### config.mk
export PLATFORM = sky130hd
export DESIGN_NAME = spi_mem_slave_param
export DESIGN_NICKNAME = d
export VERILOG_FILES = /design/src/rtl/spi_mem_pkg.sv /design/src/rtl/spi_pin_sync.sv /design/src/rtl/spi_mem_slave_param.sv
export SDC_FILE = /design/constraint.sdc
export NUM_CORES = 1
export LEC_CHECK = 0
export BUFFER_PORTS_ARGS = -buffer_cell sky130_fd_sc_hd__buf_2
export CELL_PAD_IN_SITES_DETAIL_PLACEMENT = 0
export CELL_PAD_IN_SITES_GLOBAL_PLACEMENT = 1
export CORE_MARGIN = 1
export CORE_UTILIZATION = 45
export CTS_CLUSTER_DIAMETER = 30
export CTS_CLUSTER_SIZE = 24
export DETAILED_ROUTE_END_ITERATION = 10
export PLACE_DENSITY_LB_ADDON = 0.1
export SLEW_MARGIN = 40
export SYNTH_ARGS = -nofsm -noshare
export SYNTH_HDL_FRONTEND = slang
export SYNTH_SLANG_ARGS = --single-unit
### constraint.sdc
create_clock -name clk -period 3.2 [get_ports clk]
set_input_delay 0.32 -clock clk [delete_from_list [all_inputs] [get_ports clk]]
set_output_delay 0.32 -clock clk [all_outputs]
set_load 0.05 [all_outputs]
### src/rtl/spi_mem_pkg.sv
`default_nettype none
// ============================================================================
//  Module      : spi_mem_pkg
//  Description : Shared types and constants for the parametrised SPI memory
//                slave: FSM state encoding, command-word width helper and
//                the read/write flag value.
//  Revision    : 1.0 - initial parametrised release
// ============================================================================
package spi_mem_pkg;

    typedef enum logic [2:0] {
        IDLE    = 3'd0,
        CMD     = 3'd1,
        RD_LOAD = 3'd2,
        RD      = 3'd3,
        WR      = 3'd4,
        HOLD    = 3'd5
    } state_t;

    // Value of the trailing command bit that requests a read.
    localparam logic RW_READ = 1'b1;

    // Command word is the address followed by a single R/W bit.
    function automatic int cmd_width(input int addr_w);
        return addr_w + 1;
    endfunction

endpackage
`default_nettype wire

### src/rtl/spi_pin_sync.sv
`default_nettype none
// ============================================================================
//  Module      : spi_pin_sync
//  Description : Multi-flop synchroniser for an asynchronous pin followed by
//                registered rise/fall detection. Edge pulses are one clk wide
//                and lag the pin by STAGES+1 clk; level lags by STAGES clk.
//  Ports       : clk, rst_n      - system clock, async active-low reset
//                pin_in          - asynchronous pin
//                level           - synchronised pin level
//                rise / fall     - single-cycle edge pulses
//  Revision    : 1.0 - initial release
// ============================================================================
module spi_pin_sync #(
    parameter int   STAGES  = 2,
    parameter logic RST_VAL = 1'b0
) (
    input  logic clk,
    input  logic rst_n,
    input  logic pin_in,
    output logic level,
    output logic rise,
    output logic fall
);

    logic [STAGES-1:0] sync_q, sync_d;
    logic              prev_q, prev_d;
    logic              rise_q, rise_d;
    logic              fall_q, fall_d;

    always_comb begin
        sync_d = {sync_q[STAGES-2:0], pin_in};
        prev_d = sync_q[STAGES-1];
        rise_d = sync_q[STAGES-1] & ~prev_q;
        fall_d = ~sync_q[STAGES-1] & prev_q;
    end

    always_ff @(posedge clk or negedge rst_n) begin
        if (!rst_n) begin
            sync_q <= {STAGES{RST_VAL}};
            prev_q <= RST_VAL;
            rise_q <= 1'b0;
            fall_q <= 1'b0;
        end else begin
            sync_q <= sync_d;
            prev_q <= prev_d;
            rise_q <= rise_d;
            fall_q <= fall_d;
        end
    end

    assign level = sync_q[STAGES-1];
    assign rise  = rise_q;
    assign fall  = fall_q;

endmodule
`default_nettype wire

### src/rtl/spi_mem_slave_param.sv
`default_nettype none
// ============================================================================
//  Module      : spi_mem_slave_param
//  Description : SPI mode-0 slave with an on-chip register-file memory.
//                Frame: ADDR_W address bits MSB first, one R/W bit
//                (1 = read), then DATA_W-bit data words.
//                Build option SPI_BURST_EN: when defined, reads and writes
//                continue with auto-incremented addresses until cs rises;
//                when undefined, one data word per frame, then HOLD.
//  Ports       : clk, rst_n              - system clock, async active-low reset
//                sclk_pin, cs_pin, mosi  - asynchronous SPI pins
//                miso_pin, miso_oe       - serial data out and its enable
//                leds                    - low nibble of last written word
//                busy                    - frame in progress
//                oor_err                 - sticky out-of-range access flag
//  Revision    : 1.0 - initial parametrised release
// ============================================================================
module spi_mem_slave_param
    import spi_mem_pkg::*;
#(
    parameter int ADDR_W      = 7,
    parameter int DATA_W      = 8,
    parameter int DEPTH       = 128,
    parameter int SYNC_STAGES = 2
) (
    input  logic       clk,
    input  logic       rst_n,
    input  logic       sclk_pin,
    input  logic       cs_pin,
    input  logic       mosi_pin,
    output logic       miso_pin,
    output logic       miso_oe,
    output logic [3:0] leds,
    output logic       busy,
    output logic       oor_err
);

    localparam int C_CMD_W = cmd_width(ADDR_W);
    localparam int C_SH_W  = (C_CMD_W > DATA_W) ? C_CMD_W : DATA_W;
    localparam int C_CNT_W = $clog2(C_SH_W + 1);
    localparam int C_IDX_W = (DEPTH > 1) ? $clog2(DEPTH) : 1;

    localparam logic [C_CNT_W-1:0] C_CMD_LAST  = C_CNT_W'(C_CMD_W - 1);
    localparam logic [C_CNT_W-1:0] C_DATA_LAST = C_CNT_W'(DATA_W - 1);
    localparam logic [ADDR_W:0]    C_DEPTH     = (ADDR_W + 1)'(DEPTH);

    // ---------------------------------------------------------------- pins
    logic w_sclk_level, w_sclk_rise, w_sclk_fall;
    logic w_cs_level, w_cs_rise, w_cs_fall;
    logic w_mosi;
    logic w_unused;

    spi_pin_sync #(.STAGES(SYNC_STAGES), .RST_VAL(1'b0)) u_sclk_sync (
        .clk    (clk),
        .rst_n  (rst_n),
        .pin_in (sclk_pin),
        .level  (w_sclk_level),
        .rise   (w_sclk_rise),
        .fall   (w_sclk_fall)
    );

    // cs idles high, so its synchroniser resets high to avoid a phantom edge.
    spi_pin_sync #(.STAGES(SYNC_STAGES), .RST_VAL(1'b1)) u_cs_sync (
        .clk    (clk),
        .rst_n  (rst_n),
        .pin_in (cs_pin),
        .level  (w_cs_level),
        .rise   (w_cs_rise),
        .fall   (w_cs_fall)
    );

    // Abort is taken from the cs level, so the rise pulse and SCLK level
    // are not needed.
    assign w_unused = &{1'b0, w_sclk_level, w_cs_rise};

    logic [SYNC_STAGES-1:0] mosi_sync_q, mosi_sync_d;
    assign mosi_sync_d = {mosi_sync_q[SYNC_STAGES-2:0], mosi_pin};
    assign w_mosi      = mosi_sync_q[SYNC_STAGES-1];

    // -------------------------------------------------------------- state
    state_t              state_q, state_d;
    logic [C_CNT_W-1:0]  cnt_q, cnt_d;
    // Holds all but the newest bit; the newest comes straight from w_mosi.
    logic [C_SH_W-2:0]   shift_q, shift_d;
    logic [ADDR_W-1:0]   addr_q, addr_d;
    logic                miso_q, miso_d;
    logic                oe_q, oe_d;
    logic                busy_q, busy_d;
    logic [3:0]          leds_q, leds_d;
    logic                oor_q, oor_d;

    // ------------------------------------------------------------- memory
    logic [DATA_W-1:0]   mem [DEPTH];
    logic [C_IDX_W-1:0]  w_mem_idx;
    logic                w_in_range;
    logic [DATA_W-1:0]   w_rdata;
    logic [DATA_W-1:0]   w_rx_word;
    logic [C_SH_W-2:0]   w_shift_in;
    logic                w_mem_we;

    assign w_in_range = ({1'b0, addr_q} < C_DEPTH);
    assign w_mem_idx  = addr_q[C_IDX_W-1:0];
    assign w_rdata    = w_in_range ? mem[w_mem_idx] : '0;
    assign w_rx_word  = {shift_q[DATA_W-2:0], w_mosi};
    assign w_shift_in = {shift_q[C_SH_W-3:0], w_mosi};

    always_ff @(posedge clk) begin
        if (w_mem_we) begin
            mem[w_mem_idx] <= w_rx_word;
        end
    end

    // ---------------------------------------------------------------- FSM
    always_comb begin
        state_d  = state_q;
        cnt_d    = cnt_q;
        shift_d  = shift_q;
        addr_d   = addr_q;
        miso_d   = miso_q;
        oe_d     = oe_q;
        busy_d   = busy_q;
        leds_d   = leds_q;
        oor_d    = oor_q;
        w_mem_we = 1'b0;

        if ((state_q != IDLE) && w_cs_level) begin
            // cs deasserted: abandon the frame, partial words are dropped.
            state_d = IDLE;
            cnt_d   = '0;
            miso_d  = 1'b0;
            oe_d    = 1'b0;
            busy_d  = 1'b0;
        end else begin
            case (state_q)
                IDLE: begin
                    if (w_cs_fall) begin
                        state_d = CMD;
                        cnt_d   = '0;
                        busy_d  = 1'b1;
                        miso_d  = 1'b0;
                        oe_d    = 1'b0;
                    end
                end

                CMD: begin
                    if (w_sclk_rise) begin
                        shift_d = w_shift_in;
                        if (cnt_q == C_CMD_LAST) begin
                            cnt_d   = '0;
                            addr_d  = shift_q[ADDR_W-1:0];
                            state_d = (w_mosi == RW_READ) ? RD_LOAD : WR;
                        end else begin
                            cnt_d = cnt_q + C_CNT_W'(1);
                        end
                    end
                end

                RD_LOAD: begin
                    miso_d                = w_rdata[DATA_W-1];
                    shift_d               = '0;
                    shift_d[DATA_W-2:0]   = w_rdata[DATA_W-2:0];
                    oe_d                  = 1'b1;
                    state_d               = RD;
                    if (!w_in_range) begin
                        oor_d = 1'b1;
                    end
                end

                RD: begin
                    // Bits are counted on rises (master samples there); the
                    // fall following a word's last rise must not shift, which
                    // is why a zero count blocks the shift.
                    if (w_sclk_rise) begin
                        if (cnt_q == C_DATA_LAST) begin
                            cnt_d = '0;
`ifdef SPI_BURST_EN
                            addr_d  = addr_q + ADDR_W'(1);
                            state_d = RD_LOAD;
`else
                            miso_d  = 1'b0;
                            state_d = HOLD;
`endif
                        end else begin
                            cnt_d = cnt_q + C_CNT_W'(1);
                        end
                    end else if (w_sclk_fall && (cnt_q != '0)) begin
                        miso_d  = shift_q[DATA_W-2];
                        shift_d = {shift_q[C_SH_W-3:0], 1'b0};
                    end
                end

                WR: begin
                    if (w_sclk_rise) begin
                        shift_d = w_shift_in;
                        if (cnt_q == C_DATA_LAST) begin
                            cnt_d = '0;
                            if (w_in_range) begin
                                w_mem_we = 1'b1;
                                leds_d   = w_rx_word[3:0];
                            end else begin
                                oor_d = 1'b1;
                            end
`ifdef SPI_BURST_EN
                            addr_d = addr_q + ADDR_W'(1);
`else
                            state_d = HOLD;
`endif
                        end else begin
                            cnt_d = cnt_q + C_CNT_W'(1);
                        end
                    end
                end

                HOLD: begin
                    // Wait for cs to rise; SCLK is ignored.
                end

                default: begin
                    state_d = IDLE;
                end
            endcase
        end
    end

    always_ff @(posedge clk or negedge rst_n) begin
        if (!rst_n) begin
            mosi_sync_q <= '0;
            state_q     <= IDLE;
            cnt_q       <= '0;
            shift_q     <= '0;
            addr_q      <= '0;
            miso_q      <= 1'b0;
            oe_q        <= 1'b0;
            busy_q      <= 1'b0;
            leds_q      <= 4'h0;
            oor_q       <= 1'b0;
        end else begin
            mosi_sync_q <= mosi_sync_d;
            state_q     <= state_d;
            cnt_q       <= cnt_d;
            shift_q     <= shift_d;
            addr_q      <= addr_d;
            miso_q      <= miso_d;
            oe_q        <= oe_d;
            busy_q      <= busy_d;
            leds_q      <= leds_d;
            oor_q       <= oor_d;
        end
    end

    assign miso_pin = miso_q;
    assign miso_oe  = oe_q;
    assign leds     = leds_q;
    assign busy     = busy_q;
    assign oor_err  = oor_q;

endmodule
`default_nettype wire

======== After elaboration in Yosys (flattened, before gate mapping) ========
Memory sizes are Yosys's and may differ from the RTL's.
Index checks and enable logic that the tools add are counted.
storage, ports and cells
  logic and storage cells ................. 99
  memories ................................ 1
  bits of input ports ..................... 5
  register bits after elaboration ......... 39
  bits in writable memories ............... 1,024
  output and inout bits ................... 8
cells by class
  eq/ne operators ......................... 18
  muxes and demuxes ....................... 34
  add/sub/neg operators ................... 1
  bitwise operators ....................... 7
  reduce and logical (&&, ||, !) cells .... 22
memory list
  name  words  bits a word  rd ports  clocked after memory_dff  write ports  line                       RTL
  mem   128    8            1         0                         1            spi_mem_slave_param.sv:93  logic [DATA_W-1:0] mem [DEPTH];
operators by type and width
  cell                                                             count
  3-bit 2-to-1 mux                                                 7
  7-bit 2-to-1 mux                                                 3
  7-bit case mux with 3 select lines                               1
  4-bit 2-to-1 mux                                                 4
  1-bit 2-to-1 mux                                                 15
  3-bit case mux with 5 select lines                               1
  4-bit AND reduction                                              3
  3-bit nonzero test                                               4
  3-bit by 1-bit != test with 1-bit output, second input constant  3
  4-bit case mux with 2 select lines                               1
  4-bit nonzero test                                               2
  3-bit by 2-bit == test with 1-bit output, second input constant  2
  3-bit == test, second input constant                             2
  2-bit != test, second input constant                             3
  3-bit by 2-bit != test with 1-bit output, second input constant  2
  6-bit AND reduction                                              1
  5-bit AND reduction                                              1
  4-bit by 1-bit adder with 4-bit output, second input constant    1
  4-bit by 3-bit == test with 1-bit output, second input constant  1
  4-bit by 3-bit != test with 1-bit output, second input constant  1
  4-bit != test, second input constant                             1
  1-bit NOT                                                        4
  2-bit AND reduction                                              2
  2-bit nonzero test                                               2
  other kinds (11)                                                 15

======== Depth between registers and ports, before layout ========
Gate-level depths: netlist (run 1).
  depth in word-level cells ............... 7
  depth in mapped cells ................... 12
  mapped depth without buffers ............ 9

======== Cells and area by module ========
A second synthesis (run 1) with hierarchy kept.
unflattened totals
  cell total of the unflattened synthesis .. 2,476
  area total of the unflattened synthesis .. 41,955.2 µm²
modules (own cells, without submodules)
  module                      seq. area each (µm²)  cells each  instances  area each (µm²)
  spi_mem_slave_param         31,500.2              2,462       1          41,671.2
  spi_pin_sync (u_cs_sync)    128.9                 7           1          143.9
  spi_pin_sync (u_sclk_sync)  125.1                 7           1          140.1

======== Worst setup path before layout (run 1) ========
Ideal clock, no wire load.
  kind .................................... flip-flop to flip-flop
  start ................................... register cnt_q[0]
  end ..................................... memory mem[112][0], enable pin
  setup time .............................. 371 ps
  period minus slack after synthesis ...... 2,711 ps
  data arrival time ....................... 2,340 ps
  buffers on the path ..................... 2
  cell stages (with the launch flop) ...... 10
  path slack .............................. 489 ps
  required time ........................... 2,829 ps
  cell sequence ........................... dfrtp_1 -> ha_1 -> nand2_1 -> nor2_1 -> nand2_1 -> nor4_2 -> buf_2 -> nand2_1 -> clkbuf_1 -> nor2_1
between the ends
  cells in the longest elaborated chain, start to end .. 7
RTL lines
  item                                      line                        RTL
  from (decl)                               spi_mem_slave_param.sv:82   logic [C_CNT_W-1:0] cnt_q, cnt_d;
  from (signal assigned)                    spi_mem_slave_param.sv:240  cnt_q <= cnt_d;
  4-bit by 3-bit == test with 1-bit output  spi_mem_slave_param.sv:195  if (cnt_q == C_DATA_LAST) begin
  1-bit 2-to-1 mux                          spi_mem_slave_param.sv:195
  1-bit 2-to-1 mux                          spi_mem_slave_param.sv:193  if (w_sclk_rise) begin
  1-bit 2-to-1 mux                          spi_mem_slave_param.sv:134  case (state_q)
  1-bit 2-to-1 mux                          spi_mem_slave_param.sv:126  if ((state_q != IDLE) && w_cs_level) begin
  1-bit 2-to-1 mux                          spi_mem_slave_param.sv:108  if (w_mem_we) begin
  1-bit 2-to-1 mux (implied by the code)    spi_mem_slave_param.sv:109  mem[w_mem_idx] <= w_rx_word;
  to (decl)                                 spi_mem_slave_param.sv:93
No other way between the ends.

======== Worst setup path after layout (run 1) ========
  start ................................... register addr_q[0]
  end ..................................... register shift_q[2]
between the ends
  cells in the longest elaborated chain, start to end .. 2
RTL lines
  item                                line                        RTL
  from (decl)                         spi_mem_slave_param.sv:85   logic [ADDR_W-1:0] addr_q, addr_d;
  from (signal assigned)              spi_mem_slave_param.sv:242  addr_q <= addr_d;
  memory 128 x 8 bit                  n/a
  7-bit case mux with 3 select lines  spi_mem_slave_param.sv:134
  to (signal assigned)                spi_mem_slave_param.sv:241  shift_q <= shift_d;
  to (decl)                           spi_mem_slave_param.sv:84   logic [C_SH_W-2:0] shift_q, shift_d;
No other way between the ends.
A chain may end at the register's enable or synchronous reset.

==> results of run 1 <==
==> what timing repair did <==
item / CTS / global route
hold buffers: 4 / 0
resized for setup: 3 / 5
pin swaps: 0 / 2
hold endpoints to repair: 41 / 0
endpoints found under the setup margin: 3 / 5
buffers inserted: 1 / 9
==> synthesized netlist by cell type, types with 5 or more instances <==
| cell type | instances | area share [%] |
|---|---|---|
| edfxtp_1 | 1024 | 74 |
| nor2_1 | 201 | 1.8 |
| a221oi_1 | 136 | 2.9 |
| nand2_1 | 113 | 1.0 |
| o21ai_0 | 80 | 0.96 |
| a21oi_1 | 78 | 0.94 |
| mux4_2 | 75 | 4.0 |
| clkbuf_1 | 71 | 0.64 |
| a22oi_1 | 70 | 1.3 |
| mux2i_1 | 66 | 1.6 |
| mux2_2 | 62 | 1.7 |
| buf_2 | 55 | 0.66 |
| dfrtp_1 | 36 | 2.2 |
| buf_4 | 30 | 0.54 |
| nand3_1 | 27 | 0.32 |
| a221o_1 | 21 | 0.50 |
| o22ai_1 | 20 | 0.30 |
| a22o_1 | 16 | 0.34 |
| nor3_1 | 16 | 0.19 |
| o221ai_1 | 16 | 0.34 |
| nor2b_1 | 15 | 0.22 |
| inv_1 | 13 | 0.12 |
| buf_6 | 12 | 0.32 |
| a222oi_1 | 11 | 0.26 |
| a31oi_1 | 11 | 0.17 |
| o211ai_1 | 9 | 0.16 |
| a211oi_1 | 8 | 0.14 |
| a2111oi_0 | 7 | 0.15 |
| o22a_1 | 6 | 0.13 |
| a21o_1 | 5 | 0.090 |
| a221oi_2 | 5 | 0.18 |
| nor3b_1 | 5 | 0.090 |
| nor4_1 | 5 | 0.075 |
| o2bb2ai_1 | 5 | 0.10 |
==> area by class of cell <==
type                            count  share of cell area, %
Antenna cell                        1                0.00470
Clock buffer                      232                   10.2
Clock inverter                    164                   3.61
Inverter                           14                 0.0987
Multi-Input combinational cell   1169                   17.1
Sequential cell                  1063                   59.7
Tap cell                         1243                   2.92
Timing Repair Buffer              380                   6.37
==> registers in the layout (all words and copies together), names as in the netlist, 2 cells and up <==
signal / count
mem: 1024
mosi_sync_q: 2
leds: 4
addr_q: 7
cnt_q: 4
shift_q: 7
u_sclk_sync.sync_q: 2
state_q: 3
u_cs_sync.sync_q: 2
==> final timing paths <==
check,from,to,slack [ns],cells after the start
setup / recovery,addr_q[0]$_DFFE_PN0P_,shift_q[2]$_DFFE_PN0P_,0.08,9
hold / removal,rst_n,leds[1]$_DFFE_PN0P_,0.07,2
setup reg to reg,addr_q[0]$_DFFE_PN0P_,shift_q[2]$_DFFE_PN0P_,0.08,9
hold reg to reg,u_cs_sync.sync_q[0]$_DFF_PN1_,u_cs_sync.sync_q[1]$_DFF_PN1_,0.36,0
max in group asynchronous,rst_n,u_cs_sync.prev_q$_DFF_PN1_,2.46,3
min in group clk,cs_pin,u_cs_sync.sync_q[0]$_DFF_PN1_,0.18,2
==> metal layers <==
layer	global-route usage (%)	vias up	wire (um)
met2	45.4	1364	63300
met3	6.50	260	11900
met5	0	-	8
met1	40.0	13400	55400
met4	10.6	2	4440
li1	-	10800	-
==> power breakdown <==
group / switching [uW] / internal (uW) / leakage (uW) / total (uW)
sequential: 462 / 16300 / 0.00963 / 16800
clock: 7520 / 14800 / 0.00349 / 22300
combinational: 960 / 206 / 0.00457 / 1170
==> worst max-delay path: stages, from the launching register on <==
cell       delay, ns
dfrtp_4         0.69
buf_12          0.26
nor2b_2         0.07
buf_4           0.22
a221oi_1        0.40
nor2_1          0.07
o21ai_0         0.31
nand4_1         0.23
a2111oi_1       0.55
a31oi_1         0.15
==> metrics by stage <==
stage | TNS, ns | hold WS [ns]
6_report | 0 | 0.0723
5_1_grt | 0 | 0.0873
4_1_cts | 0 | 0.0491
3_5_place_dp | -0.127 | 0.342
3_3_place_gp | -0.337 | 0.344
2_1_floorplan | 0 | 0.0244
==> cells by family after synthesis <==
kind of cell | synth area share (%)
other | 0.00899
DFF | 76.1
buffers and inverters | 2.32
xor gates and xnor gates | 0.0210
AOI/OAI and AO/OA | 9.77
and+or+nand+nor | 4.37
muxes | 7.37
adders and majority gates | 0.0600
==> cells in the final DEF (no fill, tap or decap), types with 70 or more instances in the layout <==
cell	n
a21oi_1	78
a221oi_1	135
clkbuf_16	213
nand2_1	113
a22oi_1	70
mux4_2	75
buf_4	322
nor2_1	199
edfxtp_1	1024
o21ai_0	79
==> flow_summary.ini, run 1 <==
[die]
num_io_pins = 13
die_x_um = 306
rows = 111
start_util_pct = 45.4
die_h_um = 306
core_mm2 = 0.0918
fp.dieArea_mm2 = 0.0939

[global_routing]
gr-total-overflow = 0
grt_max_degree = 130
antenna_found_initial = 1
grt_pass1_wl_mm = 192
grt_usage_pct = 29.0
grt_pass1_vias = 25900

[clock_network]
cts-root-buf = clkbuf_16
cts_max_path_buffers = 3
cts_sinks = 1063
htree_levels = 4
cts_tree = yes
clkSlewWorstSetupHoldPaths_ns = 0.05
numCtsBuffers = 209
clkLatencyLatePin_ns = 0.79

[detailed_routing]
drtAntennaViolNets = 0
dr.pass1.iters = 6
wirelength_mm = 135
num_vias = 25900
viasPerCell = 6.07
drcViolationCount = 0
wl_per_cell_um = 31.7
drt_iter0_markers = 3260

[timing]
rsz0062_at_grt = false
fin_worst_skew_ns = 0.0352
slew_violations = 0
slew_headroom_pct = 45.2
fmax_mhz = 320
setup_ws_ns = 0.0773
setup_viol = 0
finalCritPeriodShare_pct = 97.6
worst_slew_pin_slew_ns = 0.822
finalHoldViolations = 0
period_minus_slack_ns = 3.12

[layout]
fill_cells = 7017
area_delta_synth_final_pct = 27.6
drive_above_1_share_pct = 30.3
final_cells = 4266
seqCellArea_mm2 = 0.0318
nNetsFinal = 2844
final_cell_area_mm2 = 0.0532
multiInputGateArea_mm2 = 0.00912
utilization_pct = 58.0

[placed_design]
gp_congestion = 0.881
dp_slack_ns = -0.109
placed_cell_area_mm2 = 0.0457
portBuffers = 11
placed_cells = 3852
dp.final_hpwl_mm = 85.4

[logic_synthesis]
synth_nets = 2425
ys_types = 80
ys_async_sr_fraction_pct = 3.67
synth.avg_cell_area_um2 = 17.2
ys_seq_area_share_pct = 76.1
synth_warnings = 0
synthFlopType = edfxtp_1
syn-instance-count = 2418
synth-edff-count = 1024
netlist_area_mm2 = 0.0417
synth_seq_cells = 1063

[critical_path]
startpoint_type = flip-flop
crit_type = flip-flop to flip-flop
cp_max_fo = 20
required_ns = 3.85
crit_arrival_ns = 3.77
end_kind = flip-flop

[run]
drv_cap = 0

[run_status]
status = complete, no violations

[power_and_ir_drop]
power.total_uw = 40200
p_leak_uw = 0.0177
ir_drop_uv = 465
pwr_density_cell_mw_per_mm2 = 756

[min_path]
min_path_type = input port to async pin
No activity file was read; power rests on OpenSTA's default activity.
==> inputs of run 2 (changes only) <==
Settings changed: CORE_UTILIZATION 45 to 55.
==> flow_summary.ini, run 2 (synthesis gave the netlist of run 1 again) <==
[run_status]
status = complete, no violations

[layout]
fill_cells = 4928
reg_top3 = mem: 1024 flops, addr_q: 7 flops, shift_q: 7 flops
top_register = mem
final_common_cell = edfxtp_1
final_cell_mix = edfxtp_1, buf_4, nor2_1
area_delta_synth_final_pct = 23.6
seqCellArea_mm2 = 0.0318
multiInputGateArea_mm2 = 0.00911
utilization_pct = 69.0
drive_above_1_share_pct = 28.3
nNetsFinal = 2794
largest_reg_flops = 1024

[min_path]
min_path_type = input port to async pin

[timing]
setup_viol = 0
rsz0062_at_grt = false
period_minus_slack_ns = 3.19
fin_hold_ws_ns = 0.0954
finalHoldViolations = 0
slew_headroom_pct = 45.1
worst_slew_pin_slew_ns = 0.824
finalCritPeriodShare_pct = 99.6
setup_ws_ns = 0.0120
fin_worst_skew_ns = 0.0225
slew_violations = 0
fmax_mhz = 314

[critical_path]
crit_arrival_ns = 3.79
end_kind = flip-flop
crit_slowest_cell = a2111oi_1
crit_type = flip-flop to flip-flop
slowest_delay_ns = 0.65
startpoint_type = flip-flop
worstPathCellList = buf_4, inv_2, a221o_1, a221oi_2, a311o_1, nand4_1, a2111oi_1, a31oi_1
required_ns = 3.80
cp_max_fo = 22

[detailed_routing]
dr.pass1.iters = 6
viasPerCell = 6.63
drt_iter0_markers = 3785
wirelength_mm = 127
drtAntennaViolNets = 0
wl_per_cell_um = 32.6
drcViolationCount = 0
num_vias = 26000

[global_routing]
grt_usage_pct = 33.5
antenna_found_initial = 2
gr-total-overflow = 0
grt_pass1_wl_mm = 183
grt_max_degree = 73
grt_pass1_vias = 25700

[clock_network]
clkLatencyLatePin_ns = 0.75
cts_tree = yes
numCtsBuffers = 185
cts-root-buf = clkbuf_16
clkSlewWorstSetupHoldPaths_ns = 0.06
cts_max_path_buffers = 3
htree_levels = 4
cts_sinks = 1063

[placed_design]
dp.final_hpwl_mm = 79.9
gp_congestion = 0.923
portBuffers = 11
dp_slack_ns = -0.0116

[die]
die_x_um = 277
die_h_um = 277
start_util_pct = 55.8
num_io_pins = 13
fp.dieArea_mm2 = 0.0769
rows = 100
core_mm2 = 0.0747

[power_and_ir_drop]
intPower_uw = 29300
ir_drop_uv = 537
switching_share_pct = 22.0
power_frac_clock_pct = 52.5
pwr_density_cell_mw_per_mm2 = 729
switchingPower_uw = 8260
p_leak_uw = 0.0170
p_seq_share_pct = 44.6
comb_power_share_pct = 2.9

[run]
drv_cap = 0
run 2: final cells by class:
class,count,share of cell area (%)
diodes,1,0.00486
clock buffers,223,9.52
clock inverters,123,2.83
inverters,14,0.102
multi-input cells,1169,17.7
flip-flops and latches,1063,61.7
well taps,969,2.35
repair buffers,354,5.85
run 2: worst max-delay path: cells and delay by family, from the launching register on:
kind / cells / cell delay (ns)
AO/OA/AOI/OAI: 5 / 1.66
buffers and inverters: 2 / 0.64
flip-flops: 1 / 0.57
AND/OR/NAND/NOR: 1 / 0.14
run 2: worst paths after layout:
path	cells after the start	endpoint	start	slack [ns]
max in group asynchronous	3	u_cs_sync.sync_q[1]$_DFF_PN1_	rst_n	2.47
min reg2reg	0	u_sclk_sync.sync_q[1]$_DFF_PN0_	u_sclk_sync.sync_q[0]$_DFF_PN0_	0.35
min	2	leds[2]$_DFFE_PN0P_	rst_n	0.1
min in group clk	2	mosi_sync_q[0]$_DFF_PN0_	mosi_pin	0.23
max	8	shift_q[2]$_DFFE_PN0P_	addr_q[0]$_DFFE_PN0P_	0.01
max reg2reg	8	shift_q[2]$_DFFE_PN0P_	addr_q[0]$_DFFE_PN0P_	0.01
run 2: per-layer routing:
layer	part of all wire, %	GRT usage (%)	vias up
li1	-	-	10700
met1	39	46.5	13200
met2	46	50.9	1782
met3	11	8.45	298
met4	4.0	13.4	0
met5	0	0	-
run 2: power by group through the flow:
stage               sequential [uW]  clock (uW)  combinational, uW
floorplan                     17200           0               80.2
global placement              17100           0                855
detailed placement            17200           0                919
CTS                           16900       19900                920
global route                  16800       20500               1160
finish                        16800       19700               1100
run 2: per-stage QoR:
stage / setup TNS [ns] / instance area, um^2 / cells / power (uW)
floorplan: 0 / 41700 / 2418 / 17300
global placement: -0.00727 / 45000 / 3561 / 18000
detailed placement: -0.0116 / 45000 / 3561 / 18100
CTS: 0 / 51500 / 3911 / 37700
global route: 0 / 51500 / 3915 / 38400
finish: 0 / 51500 / 3916 / 37600
run 2: timing repair:
action	in CTS	in global routing
hold buffers	4	0
gates resized for setup	2	2
setup endpoints to repair	2	2
hold endpoints to repair	40	0
cloned	0	0
buffers inserted	0	1
